$ cat config.mk
export PLATFORM = sky130hd
export DESIGN_NAME = fixed_round_sat_pipe
export DESIGN_NICKNAME = d
export VERILOG_FILES = /design/src/rtl/fixed_round_pkg.sv /design/src/rtl/fixed_round_core.sv /design/src/rtl/fixed_round_sat_pipe.sv
export SDC_FILE = /design/constraint.sdc
export NUM_CORES = 1
export LEC_CHECK = 0
export BUFFER_PORTS_ARGS = -buffer_cell sky130_fd_sc_hd__buf_2
export CAP_MARGIN = 0
export CELL_PAD_IN_SITES_DETAIL_PLACEMENT = 0
export CELL_PAD_IN_SITES_GLOBAL_PLACEMENT = 1
export CORE_ASPECT_RATIO = 0.9
export CORE_MARGIN = 1
export CORE_UTILIZATION = 41
export DETAILED_ROUTE_END_ITERATION = 6
export GPL_ROUTABILITY_DRIVEN = 0
export PLACE_DENSITY = 0.83
export SKIP_LAST_GASP = 1
export SLEW_MARGIN = 5
export SYNTH_ARGS = -nofsm -noshare
export SYNTH_HDL_FRONTEND = slang
export SYNTH_SLANG_ARGS = --single-unit
$ cat constraint.sdc
create_clock -name clk -period 2.55 [get_ports clk]
set_clock_uncertainty 0.2 [all_clocks]
set_input_delay 0.51 -clock clk [delete_from_list [all_inputs] [get_ports clk]]
set_output_delay 0.51 -clock clk [all_outputs]
set_load 0.1 [all_outputs]
$ cat src/rtl/fixed_round_pkg.sv
// Shared types and width helpers for the fixed-point round/saturate pipe.
// Imported by fixed_round_core and fixed_round_sat_pipe.
package fixed_round_pkg;

  typedef enum logic [1:0] {
    RND_TRUNC     = 2'b00,
    RND_HALF_UP   = 2'b01,
    RND_HALF_EVEN = 2'b10
  } round_mode_t;

  // Integer bits of the fixed-point input.
  function automatic int int_w(input int in_w, input int frac_w);
    return in_w - frac_w;
  endfunction

  // Width of the rounded result; one spare bit absorbs the round-up carry.
  function automatic int rnd_w(input int in_w, input int frac_w);
    return in_w - frac_w + 1;
  endfunction

endpackage

$ cat src/rtl/fixed_round_core.sv
// Combinational rounding of a signed fixed-point sample to a signed integer.
// Output is one bit wider than the integer part, so rounding cannot overflow.
module fixed_round_core
  import fixed_round_pkg::*;
#(
  parameter int IN_W   = 16,
  parameter int FRAC_W = 8
) (
  input  logic [IN_W-1:0]        in_data,
  input  logic [1:0]             mode,
  output logic [IN_W-FRAC_W:0]   r
);

  localparam int RW = rnd_w(IN_W, FRAC_W);
  localparam logic [FRAC_W-1:0] HALF =
    FRAC_W'(1) << (FRAC_W - 1);

  logic [RW-1:0]     fl;
  logic [RW-1:0]     hu;
  logic [FRAC_W-1:0] frac;
  logic              tie;

  assign frac = in_data[FRAC_W-1:0];
  assign tie  = (frac == HALF);
  // Floor is the sign-extended integer part.
  assign fl   = {in_data[IN_W-1], in_data[IN_W-1:FRAC_W]};
  // Adding half then flooring equals floor plus the top fraction bit.
  assign hu   = fl + RW'(in_data[FRAC_W-1]);

  // Select the rounded value; the reserved mode falls back to floor.
  always_comb begin
    r = fl;
    unique case (1'b1)
      (mode == RND_HALF_UP):   r = hu;
      (mode == RND_HALF_EVEN): r = (tie && !fl[0]) ? fl : hu;
      default:                 r = fl;
    endcase
  end

endmodule

$ cat src/rtl/fixed_round_sat_pipe.sv
// Two-stage fixed-point to integer converter: round, then saturate.
// Optional saturation counter enabled by FIXED_ROUND_SAT_COUNT_EN.
module fixed_round_sat_pipe
  import fixed_round_pkg::*;
#(
  parameter int IN_W   = 16,
  parameter int FRAC_W = 8,
  parameter int OUT_W  = 8,
  parameter int CNT_W  = 16
) (
  input  logic              clk,
  input  logic              rst_n,
  input  logic              in_valid,
  output logic              in_ready,
  input  logic [IN_W-1:0]   in_data,
  input  logic [1:0]        in_mode,
  output logic              out_valid,
  input  logic              out_ready,
  output logic [OUT_W-1:0]  out_data,
  output logic              out_sat
`ifdef FIXED_ROUND_SAT_COUNT_EN
  ,
  output logic [CNT_W-1:0]  sat_count,
  input  logic              sat_count_clr
`endif
);

  localparam int RW = rnd_w(IN_W, FRAC_W);
  localparam logic [OUT_W-1:0] MAXV =
    {1'b0, {(OUT_W-1){1'b1}}};
  localparam logic [OUT_W-1:0] MINV =
    {1'b1, {(OUT_W-1){1'b0}}};

  if (FRAC_W < 1 || FRAC_W > IN_W - 1 ||
      OUT_W < 2 || OUT_W > RW || CNT_W < 1)
  begin : g_bad_param
    $error("fixed_round_sat_pipe: illegal parameters");
  end

  logic [RW-1:0]    r;
  logic             s2_adv;
  logic             s1_adv;

  logic             s1_valid_q, s1_valid_d;
  logic [RW-1:0]    s1_r_q, s1_r_d;
  logic             out_valid_q, out_valid_d;
  logic [OUT_W-1:0] out_data_q, out_data_d;
  logic             out_sat_q, out_sat_d;

  logic [RW-OUT_W:0] hi;
  logic              ovf;
  logic [OUT_W-1:0]  sat_data;

  fixed_round_core #(
    .IN_W   (IN_W),
    .FRAC_W (FRAC_W)
  ) u_core (
    .in_data (in_data),
    .mode    (in_mode),
    .r       (r)
  );

  assign s2_adv   = !out_valid_q || out_ready;
  assign s1_adv   = !s1_valid_q || s2_adv;
  assign in_ready = s1_adv;

  // Bits above the output sign must all match the sign to fit.
  assign hi       = s1_r_q[RW-1:OUT_W-1];
  assign ovf      = !((&hi) || !(|hi));
  assign sat_data = ovf ? (s1_r_q[RW-1] ? MINV : MAXV)
                        : s1_r_q[OUT_W-1:0];

  // Next state for both stages; each holds unless it can advance.
  always_comb begin
    s1_valid_d  = s1_valid_q;
    s1_r_d      = s1_r_q;
    out_valid_d = out_valid_q;
    out_data_d  = out_data_q;
    out_sat_d   = out_sat_q;
    if (s1_adv) begin
      s1_valid_d = in_valid;
      if (in_valid) s1_r_d = r;
    end
    if (s2_adv) begin
      out_valid_d = s1_valid_q;
      if (s1_valid_q) begin
        out_data_d = sat_data;
        out_sat_d  = ovf;
      end
    end
  end

  // Pipeline registers.
  always_ff @(posedge clk or negedge rst_n) begin
    if (!rst_n) begin
      s1_valid_q  <= 1'b0;
      s1_r_q      <= '0;
      out_valid_q <= 1'b0;
      out_data_q  <= '0;
      out_sat_q   <= 1'b0;
    end else begin
      s1_valid_q  <= s1_valid_d;
      s1_r_q      <= s1_r_d;
      out_valid_q <= out_valid_d;
      out_data_q  <= out_data_d;
      out_sat_q   <= out_sat_d;
    end
  end

  assign out_valid = out_valid_q;
  assign out_data  = out_data_q;
  assign out_sat   = out_sat_q;

`ifdef FIXED_ROUND_SAT_COUNT_EN
  logic [CNT_W-1:0] sat_count_q, sat_count_d;

  // Sticky saturation counter; clear has priority over increment.
  always_comb begin
    sat_count_d = sat_count_q;
    if (sat_count_clr) begin
      sat_count_d = '0;
    end else if (out_valid_q && out_ready && out_sat_q &&
                 !(&sat_count_q)) begin
      sat_count_d = sat_count_q + 1'b1;
    end
  end

  // Counter register.
  always_ff @(posedge clk or negedge rst_n) begin
    if (!rst_n) sat_count_q <= '0;
    else        sat_count_q <= sat_count_d;
  end

  assign sat_count = sat_count_q;
`endif

endmodule

======== After elaboration in Yosys (flattened, before gate mapping) ========
Index checks and enable logic that the tools add are counted.
operators by class
  reductions and logical operators ........ 13
  mux-type cells .......................... 4
  equality and inequality tests ........... 3
  add/sub/neg operators ................... 1
operators by type and width
  cell                  count
  $pmux W9 S2           1
  $mux W8               2
  $add A8 B2 Y9         1
  $mux W9               1
  $eq A8 B8 Y1 const B  1
  $reduce_and A2 Y1     3
  $logic_not A1 Y1      5
  $logic_or A1 B1 Y1    3
  $eq A2 B1 Y1 const B  1
  $eq A2 B2 Y1 const B  1
  $reduce_or A2 Y1      1
  $logic_and A1 B1 Y1   1
word-level totals
  bits of input ports ..................... 22
  register bits after elaboration ......... 20
  output and inout bits ................... 11
  logic and storage cells ................. 26

======== Logic depth before layout (Yosys ltp) ========
Gate-level depths: netlist of the first run.
  depth in word-level cells ............... 4
  mapped depth ............................ 7

======== By module ========
From an unflattened synthesis of the first run, not the netlist that was laid out.
second synthesis, totals
  cell total of the unflattened synthesis .. 127
  area, all modules ....................... 1277.5 um^2
modules (own cells, without submodules)
  module                area an instance (um^2)  cells each  sequential area each (um^2)  instances
  fixed_round_sat_pipe  848.3                    69          500.5                        1
  fixed_round_core      429.2                    58          0.0                          1

======== Worst setup path after synthesis of the first run ========
OpenSTA, ideal clock, no wires.
  kind .................................... register -> register
  from .................................... reg out_valid_q, in the netlist out_valid
  to ...................................... reg s1_r_q[5]
  path buffers ............................ 1
  path slack .............................. -0.787 ns
  setup time .............................. 0.126 ns
  stages on the path, launching flop included .. 6
  clock period less this slack ............ 3.337 ns
  data arrival time ....................... 3.011 ns
  required time ........................... 2.224 ns
  cells stage by stage .................... dfrtp_1 -> nand3b_1 -> nand2_1 -> buf_4 -> nor2_1 -> a221o_1
on the way
  longest elaborated chain between the ends .. 4
ends and longest elaborated chain
  item                                line                         RTL
  start: declaration                  fixed_round_sat_pipe.sv:46   logic out_valid_q, out_valid_d;
  start signal: assignment            fixed_round_sat_pipe.sv:104  out_valid_q <= out_valid_d;
  $logic_not A1 Y1                    fixed_round_sat_pipe.sv:63   assign s2_adv = !out_valid_q || out_ready;
  $logic_or A1 B1 Y1                  fixed_round_sat_pipe.sv:63
  $logic_or A1 B1 Y1                  fixed_round_sat_pipe.sv:64   assign s1_adv = !s1_valid_q || s2_adv;
  named net in_ready                  fixed_round_sat_pipe.sv:14   output logic in_ready,
  $reduce_and A2 Y1 (no source line)  -
  end signal: assignment              fixed_round_sat_pipe.sv:103  s1_r_q <= s1_r_d;
  end: declaration                    fixed_round_sat_pipe.sv:45   logic [RW-1:0] s1_r_q, s1_r_d;
The timed path passes the listed nets, and every way through them passes these cells.
A chain may end at the register's enable or synchronous reset.

======== Worst setup path in the final report of the first run ========
  from .................................... reg out_valid_q, in the netlist out_valid
  to ...................................... out in_ready
on the way
  longest elaborated chain between the ends .. 3
ends and longest elaborated chain
  item                line
  $logic_not A1 Y1    fixed_round_sat_pipe.sv:63
  $logic_or A1 B1 Y1  fixed_round_sat_pipe.sv:63
  $logic_or A1 B1 Y1  fixed_round_sat_pipe.sv:64
  end: declaration    fixed_round_sat_pipe.sv:14
Every way passes these cells.

==> results of run 1 <==
## kinds of logic (layout without fill, tap and decap cells)
| group | after synthesis | count (layout) | synth area share [%] |
|---|---|---|---|
| compound gates | 41 | 41 | 22.4 |
| simple gates | 58 | 58 | 26.9 |
| buf+inv | 8 | 41 | 2.91 |
| fa+ha+maj | 6 | 6 | 6.23 |
| flops | 20 | 20 | 41.5 |
## power groups by stage
stage	Clock [mW]	Combinational, mW	Sequential, mW
after floorplan	0	0.157	0.776
after global placement	0	0.614	0.429
after detailed placement	0	0.617	0.434
after CTS	0.157	0.619	0.427
after global routing	0.170	0.660	0.436
final	0.149	0.616	0.424
## cells in the mapped netlist, types with 2 or more instances
| cell | instances |
|---|---|
| sky130_fd_sc_hd__a31oi_1 | 2 |
| sky130_fd_sc_hd__a221o_1 | 5 |
| sky130_fd_sc_hd__or2b_1 | 2 |
| sky130_fd_sc_hd__inv_1 | 4 |
| sky130_fd_sc_hd__dfrtp_1 | 20 |
| sky130_fd_sc_hd__nor3_1 | 4 |
| sky130_fd_sc_hd__nor2_1 | 10 |
| sky130_fd_sc_hd__nand2_1 | 17 |
| sky130_fd_sc_hd__nand4_1 | 2 |
| sky130_fd_sc_hd__o21ai_0 | 13 |
| sky130_fd_sc_hd__nand3_1 | 5 |
| sky130_fd_sc_hd__nor4_1 | 2 |
| sky130_fd_sc_hd__ha_1 | 6 |
| sky130_fd_sc_hd__nand2b_1 | 3 |
| sky130_fd_sc_hd__a21oi_1 | 12 |
| sky130_fd_sc_hd__a22o_1 | 2 |
| sky130_fd_sc_hd__clkbuf_1 | 2 |
## flip-flops by register name (all words and copies together), names as in the netlist
signal and count:
s1_r_q 9, out_data 8, out_sat 1, out_valid 1, s1_valid_q 1
## worst min-delay path by stage
stage	startpoint	endpoint	cells after the start
2_1_floorplan	rst_n	out_data[0]	0
4_1_cts	in_valid	s1_valid_q	2
3_3_place_gp	out_sat	out_sat	2
3_5_place_dp	rst_n	out_sat	1
6_report	out_data[1]	out_data[1]	2
5_1_grt	in_data[13]	s1_r_q[5]	2
## cell type report
class                   instances  area share [%]
multi-input cells             105            46.7
flip-flops and latches         20            35.1
repair buffers                 33            11.8
well taps                      40            3.48
clock buffers                   4            1.83
inverters                       4            1.04
## per-layer routing
| layer | share of wire (%) | GRT usage, % |
|---|---|---|
| met1 | 51 | 25.8 |
| met2 | 46 | 31.4 |
| met3 | 2.6 | 1.47 |
| met4 | 0 | 8.33 |
| met5 | 0 | 0 |
## critical path: stages (launching register included)
cell	delay [ns]
sky130_fd_sc_hd__dfrtp_4	0.49
sky130_fd_sc_hd__nand3b_1	0.24
sky130_fd_sc_hd__buf_2	0.49
## placed cells by master (no fill, tap or decap), types with 3 or more instances in the layout
cell type / instances
sky130_fd_sc_hd__nor2_1: 10
sky130_fd_sc_hd__nand2b_1: 3
sky130_fd_sc_hd__a21oi_1: 12
sky130_fd_sc_hd__o21ai_0: 13
sky130_fd_sc_hd__a221o_1: 5
sky130_fd_sc_hd__inv_1: 4
sky130_fd_sc_hd__ha_1: 6
sky130_fd_sc_hd__buf_2: 32
sky130_fd_sc_hd__nand3_1: 5
sky130_fd_sc_hd__dfrtp_1: 19
sky130_fd_sc_hd__nand2_1: 16
sky130_fd_sc_hd__nor3_1: 4
sky130_fd_sc_hd__clkbuf_4: 3
## what timing repair did
| item | CTS | global route |
|---|---|---|
| gates resized for setup | 0 | 0 |
| endpoints found under the hold margin | 20 | 0 |
| hold buffers | 1 | 0 |
==> impl_metrics.env, run 1 <==
export IMPL_timing_final_setup_violations=0
export IMPL_placed_cell_area_mm2=0.00140
export IMPL_maximum_frequency_from_static_timing_analysis_ghz=0.450
export IMPL_postSynthRegisterBits=20
export IMPL_starting_utilization_of_the_core_area_pct=43.5
export IMPL_std_cell_rows=18
export IMPL_area_of_the_core_region_mm2=0.00277
export IMPL_antenna_found_initial=0
export IMPL_power_density_mw_per_mm2=828
export IMPL_first_iter_violations=25
export IMPL_cts_root_buf="sky130_fd_sc_hd__clkbuf_4"
export IMPL_htreeDepth=1
export IMPL_detail_route_drc_violations=0
export IMPL_cells_on_worst_reg2reg_path=4
export IMPL_power_clock_fraction_pct=12.5
export IMPL_rsz_0062_raised_after_global_routing="no"
export IMPL_drv_max_cap_violation_count=0
export IMPL_timing_final_crit_share_pct=87.2
export IMPL_synth_edff_count=0
export IMPL_track_usage_pct=19.1
export IMPL_die_x_um=59.1
export IMPL_maximum_number_of_pins_on_one_net_before_global_route_repair=21
export IMPL_p_leak_nw=0.640
export IMPL_maxSlewViolCount=0
export IMPL_synth_cell_types=39
export IMPL_maximum_clock_insertion_buffer_count=2
export IMPL_total_number_of_clock_tree_sinks=20
export IMPL_drt_first_pass_iters=4
export IMPL_wire_per_inst_um=12.4
export IMPL_seq_power_share_pct=35.7
export IMPL_outcome="completed"
export IMPL_height_of_the_chip_um=53.4
export IMPL_port_buffers=32
export IMPL_design_portCount=33
export IMPL_final_util_pct=51.9
export IMPL_cts_tree="done"
export IMPL_max_slew_margin_vs_limit_pct=67.8
export IMPL_comb_power_share_pct=51.8
export IMPL_endpoint_kind="output port"
export IMPL_drt_vias_per_instance=5.23
export IMPL_antenna_violating_nets_post_route=0
export IMPL_ir_drop_mv=0.234
export IMPL_sw_frac_of_total_pct=52.4
export IMPL_post_route_cell_area_mm2=0.00144
export IMPL_finalHoldViolCount=0
export IMPL_worst_ep_required_time_ns=1.84
export IMPL_post_place_ws_ns=0.291
export IMPL_wire_length_of_the_first_global_routing_pass_um=4490
export IMPL_worst_pin_slew_ns=0.477
export IMPL_regToRegSetupSlack_ns=0.64
export IMPL_timing_critical_path_to="in_ready"
export IMPL_clock_latency_at_the_later_pin_of_the_worst_skew_pair_ns=0.29
export IMPL_fin_cells=206
export IMPL_critical_path_reg2reg_endpoint="s1_r_q[4]"
export IMPL_wl_um=2550
export IMPL_vias=1078
export IMPL_post_synthesis_cell_count=133
export IMPL_place_hpwl_um=1990
export IMPL_cp_startpoint_kind="flip-flop"
export IMPL_ys_seq_area_share_pct=41.5
export IMPL_cts_setup_buffers=0
export IMPL_design_final_nets=195
export IMPL_dominant_cell_type_by_area_after_synthesis="sky130_fd_sc_hd__dfrtp_1"
export IMPL_cts_reportedPaths_clkPinSlew_ns=0.10
export IMPL_mappedNetlistArea_mm2=0.00120
export IMPL_postSynthNetCount=161
export IMPL_synth_top_cells_by_area="sky130_fd_sc_hd__dfrtp_1 (42%), sky130_fd_sc_hd__ha_1 (6.2%), sky130_fd_sc_hd__o21ai_0 (5.4%)"
export IMPL_setup_worst_path_start="out_valid"
export IMPL_timing_final_crit_period_ns=2.22
export IMPL_ys_async_sr_fraction_pct=100
export IMPL_finalSetupTns_ns=0
export IMPL_sum_of_overflow_across_all_layers_after_global_routing=0
export IMPL_synth_top_cell_area_share_pct=41.5
export IMPL_worst_hold_slack_ns=0.283
export IMPL_average_cell_area_after_synthesis_um2=9.06
export IMPL_die_area_mm2=0.00316
export IMPL_antenna_cells_inserted=0
export IMPL_post_route_cells_drive_above_1_share_pct=27.1
export IMPL_vias_in_the_first_global_route=1001
export IMPL_worst_hold_path_type="flip-flop to flip-flop"
export IMPL_p_sw_mw=0.623
export IMPL_totalPowerFinal_mw=1.19
export IMPL_multi_input_comb_area_um2=672
export IMPL_fillers=300
export IMPL_ys_flop_type="sky130_fd_sc_hd__dfrtp_1"
export IMPL_area_delta_synth_final_pct=19.3
export IMPL_final_critical_path_setup_slack_ns=0.326
export IMPL_timing_rr_start="out_valid"
export IMPL_start_to_end_type_of_the_worst_setup_path="flip-flop to output port"
export IMPL_worstPathArrival_ns=1.51
export IMPL_synthesis_yosys_warnings=0
export IMPL_final_seq_area_um2=504
export IMPL_crit_path_max_fanout=7
export IMPL_cts_made_buffers=3
export IMPL_p_int_mw=0.566
export IMPL_post_place_cells=201
(Power assumes the default switching activity.)
==> run 2: changes to the inputs <==
--- a/config.mk
+++ b/config.mk
@@ -7,11 +7,9 @@
 export LEC_CHECK = 0
 export BUFFER_PORTS_ARGS = -buffer_cell sky130_fd_sc_hd__buf_2
 export CAP_MARGIN = 0
-export CELL_PAD_IN_SITES_DETAIL_PLACEMENT = 0
-export CELL_PAD_IN_SITES_GLOBAL_PLACEMENT = 1
 export CORE_ASPECT_RATIO = 0.9
 export CORE_MARGIN = 1
-export CORE_UTILIZATION = 41
+export CORE_UTILIZATION = 55
 export DETAILED_ROUTE_END_ITERATION = 6
 export GPL_ROUTABILITY_DRIVEN = 0
 export PLACE_DENSITY = 0.83
==> run 2 against run 1 <==
Against the previous run:
- fmax decreased by 0.55%
- non-clock buffer count did not move
- wire length rose by 0.16%
- clock power up 3%
- sequential share of layout area is 0.46 points higher
- sequential cell count unchanged
- utilization grew 19 points
- largest cell class unchanged
- largest power group unchanged
==> impl_metrics.env, run 2 (synthesis results as in run 1) <==
export IMPL_post_place_cells=186
export IMPL_drv_max_cap_violation_count=0
export IMPL_post_cts_resized=0
export IMPL_vias_in_the_first_global_route=957
export IMPL_endpoint_kind="output port"
export IMPL_start_to_end_type_of_the_worst_setup_path="flip-flop to output port"
export IMPL_maxSlewViolCount=0
export IMPL_hold_path_end="out_data[7]"
export IMPL_post_route_cells_drive_above_1_share_pct=27.1
export IMPL_worstPathArrival_ns=1.53
export IMPL_worst_hold_path_type="flip-flop to flip-flop"
export IMPL_vias=1099
export IMPL_design_portCount=33
export IMPL_p_leak_nw=0.640
export IMPL_fin_cells=191
export IMPL_timing_final_crit_share_pct=87.7
export IMPL_wire_length_of_the_first_global_routing_pass_um=4000
export IMPL_rsz_0062_raised_after_global_routing="no"
export IMPL_critical_path_reg2reg_endpoint="s1_r_q[4]"
export IMPL_total_number_of_clock_tree_sinks=20
export IMPL_max_flop_register="s1_r_q"
export IMPL_drt_first_pass_iters=4
export IMPL_max_slew_margin_vs_limit_pct=67.8
export IMPL_die_area_mm2=0.00238
export IMPL_cts_root_buf="sky130_fd_sc_hd__clkbuf_4"
export IMPL_height_of_the_chip_um=46.4
export IMPL_cts_made_buffers=3
export IMPL_largest_register_ffs=9
export IMPL_area_delta_synth_final_pct=17.8
export IMPL_cts_reportedPaths_clkPinSlew_ns=0.11
export IMPL_timing_rr_start="out_valid"
export IMPL_antenna_cells_inserted=0
export IMPL_power_density_mw_per_mm2=843
export IMPL_placed_cell_area_mm2=0.00138
export IMPL_outcome="completed"
export IMPL_finalSetupTns_ns=0
export IMPL_antenna_violating_nets_post_route=0
export IMPL_cells_on_worst_reg2reg_path=4
export IMPL_maximum_clock_insertion_buffer_count=2
export IMPL_detail_route_drc_violations=0
export IMPL_post_route_cell_area_mm2=0.00142
export IMPL_post_place_ws_ns=0.267
export IMPL_design_final_nets=195
export IMPL_min_path_cells=2
export IMPL_sum_of_overflow_across_all_layers_after_global_routing=0
export IMPL_track_usage_pct=23.2
export IMPL_drt_vias_per_instance=5.75
export IMPL_ir_drop_mv=0.691
export IMPL_wire_per_inst_um=13.4
export IMPL_worst_ep_required_time_ns=1.84
export IMPL_hp_start="out_data[7]"
export IMPL_maximum_number_of_pins_on_one_net_before_global_route_repair=21
export IMPL_clock_latency_at_the_later_pin_of_the_worst_skew_pair_ns=0.29
export IMPL_std_cell_rows=15
export IMPL_htreeDepth=1
export IMPL_die_x_um=51.3
export IMPL_first_iter_violations=29
export IMPL_antenna_found_initial=0
export IMPL_timing_final_setup_violations=0
export IMPL_wl_um=2550
export IMPL_starting_utilization_of_the_core_area_pct=60.6
export IMPL_timing_final_crit_period_ns=2.24
export IMPL_final_critical_path_setup_slack_ns=0.314
export IMPL_cp_startpoint_kind="flip-flop"
export IMPL_area_of_the_core_region_mm2=0.00199
export IMPL_regToRegSetupSlack_ns=0.61
export IMPL_cts_tree="done"
export IMPL_maximum_frequency_from_static_timing_analysis_ghz=0.447
export IMPL_finalHoldViolCount=0
export IMPL_port_buffers=32
export IMPL_totalPowerFinal_mw=1.20
export IMPL_mostFrequentLayoutCells="sky130_fd_sc_hd__buf_2 (32), sky130_fd_sc_hd__dfrtp_1 (19), sky130_fd_sc_hd__nand2_1 (16)"
export IMPL_crit_path_max_fanout=7
export IMPL_place_hpwl_um=1990
export IMPL_final_common_cell="sky130_fd_sc_hd__buf_2"
export IMPL_worst_pin_slew_ns=0.486
## run 2: cell counts in the layout (fill, tap and decap cells not counted)
No cell type changed its count.
## run 2: timing repair
| item | 4_1_cts | 5_1_grt |
|---|---|---|
| hold buffers | 1 | 0 |
| hold endpoints to repair | 20 | 0 |
| endpoints found under the setup margin | 0 | 0 |
| buffers inserted | 0 | 0 |
## run 2: per-stage QoR
| step | util (%) | hold slack [ns] |
|---|---|---|
| floorplan | - | 0.0144 |
| global placement | 69.5 | 0.256 |
| detailed placement | 69.5 | 0.266 |
| CTS | 71.3 | 0.289 |
| global route | 71.3 | 0.303 |
| finish | 71.3 | 0.283 |
## run 2: worst max-delay path, cell delays in order (launching register included)
cell,delay (ns)
sky130_fd_sc_hd__dfrtp_4,0.50
sky130_fd_sc_hd__nand3b_1,0.25
sky130_fd_sc_hd__buf_2,0.49
## run 2: final cells by class
cell class	instances	area, um2
inverter	4	15.0
sequential	20	504
multi-input combinational	105	672
clock buffer	4	26.3
fill	177	571
timing repair buffer	33	170
tap	25	31.3
## run 2: where the power goes
| part | internal [mW] | total (mW) | switching [mW] |
|---|---|---|---|
| Combinational | 0.117 | 0.616 | 0.499 |
| Sequential | 0.388 | 0.427 | 0.0387 |
| Clock | 0.0608 | 0.153 | 0.0920 |
| Total | 0.566 | 1.20 | 0.629 |
## run 2: worst max-delay path by stage
stage,from,endpoint,cells past startpoint
after floorplan,out_valid,s1_r_q[5],5
after global placement,in_mode[0],s1_r_q[5],6
after detailed placement,in_mode[0],s1_r_q[5],6
after CTS,out_valid,in_ready,2
after global routing,out_valid,in_ready,2
final,out_valid,in_ready,2
## run 2: per-layer routing
metal / wire [um] / track usage, % / vias up
met1: 1150 / 27.5 / 487
met2: 1250 / 41.8 / 45
met4: 27 / 11.9 / 0
li1: - / - / 565
met3: 123 / 2.97 / 2
met5: 0 / 0 / -
==> run 3: changes to the inputs <==
--- a/config.mk
+++ b/config.mk
@@ -5,14 +5,14 @@
 export SDC_FILE = /design/constraint.sdc
 export NUM_CORES = 1
 export LEC_CHECK = 0
-export BUFFER_PORTS_ARGS = -buffer_cell sky130_fd_sc_hd__buf_2
 export CAP_MARGIN = 0
 export CORE_ASPECT_RATIO = 0.9
 export CORE_MARGIN = 1
-export CORE_UTILIZATION = 55
+export CORE_UTILIZATION = 65
 export DETAILED_ROUTE_END_ITERATION = 6
+export DONT_BUFFER_PORTS = 1
 export GPL_ROUTABILITY_DRIVEN = 0
-export PLACE_DENSITY = 0.83
+export PLACE_DENSITY = 0.81
 export SKIP_LAST_GASP = 1
 export SLEW_MARGIN = 5
 export SYNTH_ARGS = -nofsm -noshare
==> run 3 against run 2 <==
Against the previous run:
- non-clock buffer count down 22
- critical path type unchanged
- clock power up 24%
- critical endpoint unchanged
- utilization up 7.7 points
==> impl_metrics.env, run 3 (synthesis results as in run 1) <==
export IMPL_outcome="completed"
export IMPL_sum_of_overflow_across_all_layers_after_global_routing=0
export IMPL_place_hpwl_um=2060
export IMPL_antenna_found_initial=0
export IMPL_htreeDepth=1
export IMPL_finalHoldViolCount=0
export IMPL_placed_cell_area_mm2=0.00130
export IMPL_maxSlewViolCount=0
export IMPL_wire_per_inst_um=15.9
export IMPL_p_leak_nw=0.567
export IMPL_maximum_number_of_pins_on_one_net_before_global_route_repair=21
export IMPL_timing_final_crit_period_ns=2.31
export IMPL_cts_made_buffers=3
export IMPL_cts_root_buf="sky130_fd_sc_hd__clkbuf_4"
export IMPL_design_portCount=33
export IMPL_drv_max_cap_violation_count=0
export IMPL_start_to_end_type_of_the_worst_setup_path="flip-flop to output port"
export IMPL_final_common_cell="sky130_fd_sc_hd__dfrtp_1"
export IMPL_ir_drop_mv=1.15
export IMPL_antenna_violating_nets_post_route=0
export IMPL_rsz_0062_raised_after_global_routing="no"
export IMPL_track_usage_pct=29.2
export IMPL_fillers=124
export IMPL_total_number_of_clock_tree_sinks=20
export IMPL_die_x_um=47.4
export IMPL_std_cell_rows=14
export IMPL_max_slew_margin_vs_limit_pct=42.1
export IMPL_area_delta_synth_final_pct=11.4
export IMPL_height_of_the_chip_um=42.8
export IMPL_crit_path_max_fanout=7
export IMPL_clock_latency_at_the_later_pin_of_the_worst_skew_pair_ns=0.31
export IMPL_timing_final_crit_share_pct=90.5
export IMPL_vias=1074
export IMPL_drt_first_pass_iters=4
export IMPL_cts_reportedPaths_clkPinSlew_ns=0.11
export IMPL_antenna_cells_inserted=0
export IMPL_drt_vias_per_instance=6.39
export IMPL_largest_register_ffs=9
export IMPL_multi_input_comb_area_um2=672
export IMPL_wire_length_of_the_first_global_routing_pass_um=4190
export IMPL_timing_final_setup_violations=0
export IMPL_final_util_pct=79.0
export IMPL_design_final_nets=173
export IMPL_wl_um=2680
export IMPL_port_buffers=0
export IMPL_post_route_cell_area_mm2=0.00134
export IMPL_area_of_the_core_region_mm2=0.00170
export IMPL_cp_startpoint_kind="flip-flop"
export IMPL_starting_utilization_of_the_core_area_pct=70.9
export IMPL_worst_ep_required_time_ns=1.84
export IMPL_worst_hold_path_type="primary input to flip-flop"
export IMPL_maximum_clock_insertion_buffer_count=2
export IMPL_post_route_cells_drive_above_1_share_pct=16.7
export IMPL_endpoint_kind="output port"
export IMPL_power_density_mw_per_mm2=927
export IMPL_vias_in_the_first_global_route=993
export IMPL_cts_tree="done"
export IMPL_maximum_frequency_from_static_timing_analysis_ghz=0.433
export IMPL_detail_route_drc_violations=0
export IMPL_worst_pin_slew_ns=0.866
export IMPL_max_flop_register="s1_r_q"
export IMPL_first_iter_violations=53
export IMPL_worstPathArrival_ns=1.60
export IMPL_final_seq_area_um2=504
export IMPL_mostFrequentLayoutCells="sky130_fd_sc_hd__dfrtp_1 (19), sky130_fd_sc_hd__nand2_1 (16), sky130_fd_sc_hd__o21ai_0 (13)"
export IMPL_die_area_mm2=0.00203
export IMPL_post_cts_resized=0
==> run 3: cell count changes in the layout (fill, tap and decap cells not counted) <==
cell / change
sky130_fd_sc_hd__clkbuf_1: -1
sky130_fd_sc_hd__buf_4: +10
sky130_fd_sc_hd__buf_2: -32
sky130_fd_sc_hd__clkbuf_8: +1
==> run 3: report_power, final <==
group | internal [mW] | switching (mW) | total [mW]
Combinational | 0.134 | 0.493 | 0.627
Clock | 0.0873 | 0.102 | 0.189
Sequential | 0.388 | 0.0412 | 0.429
Total | 0.609 | 0.636 | 1.24
==> run 3: repair_timing <==
action                    4_1_cts  5_1_grt
buffers inserted                0        0
hold endpoints to repair       20        0
hold buffers                    1        0
==> run 3: worst paths after layout <==
kind	to	startpoint	cells after the start	slack (ns)
min	s1_valid_q	in_valid	1	0.11
max in group asynchronous	out_valid	rst_n	1	0.97
min reg2reg	out_sat	out_sat	2	0.31
max reg2reg	s1_r_q[1]	out_valid	4	0.37
min in group asynchronous	out_data[5]	rst_n	1	0.54
max	in_ready	out_valid	2	0.24
==> run 3: layout make-up <==
cell class / count / share of cell area (%)
Multi-Input combinational cell: 105 / 50.0
Sequential cell: 20 / 37.6
Timing Repair Buffer: 11 / 6.34
Clock buffer: 4 / 2.70
Tap cell: 24 / 2.24
Inverter: 4 / 1.12
==> run 3: worst max-delay path: stages, from the launching register on <==
cell	delay, ns
sky130_fd_sc_hd__dfrtp_4	0.64
sky130_fd_sc_hd__nand3b_1	0.30
sky130_fd_sc_hd__buf_4	0.35
==> run 3: metal layers <==
metal	global-route usage [%]	part of all wire (%)
met5	0	0
met1	37.7	43
met3	9.79	8.3
met2	47.1	48
met4	5.14	0.45
==> run 3: per-stage QoR <==
| stage | power (mW) | setup WS [ns] | TNS, ns | std cells | hold WS [ns] |
|---|---|---|---|---|---|
| 2_1_floorplan | 0.933 | -0.169 | -0.651 | 133 | 0.0144 |
| 3_3_place_gp | 1.04 | 0.437 | 0 | 163 | 0.0148 |
| 3_5_place_dp | 1.06 | 0.388 | 0 | 163 | 0.0148 |
| 4_1_cts | 1.24 | 0.248 | 0 | 168 | 0.110 |
| 5_1_grt | 1.30 | 0.201 | 0 | 168 | 0.102 |
| 6_report | 1.24 | 0.243 | 0 | 168 | 0.115 |
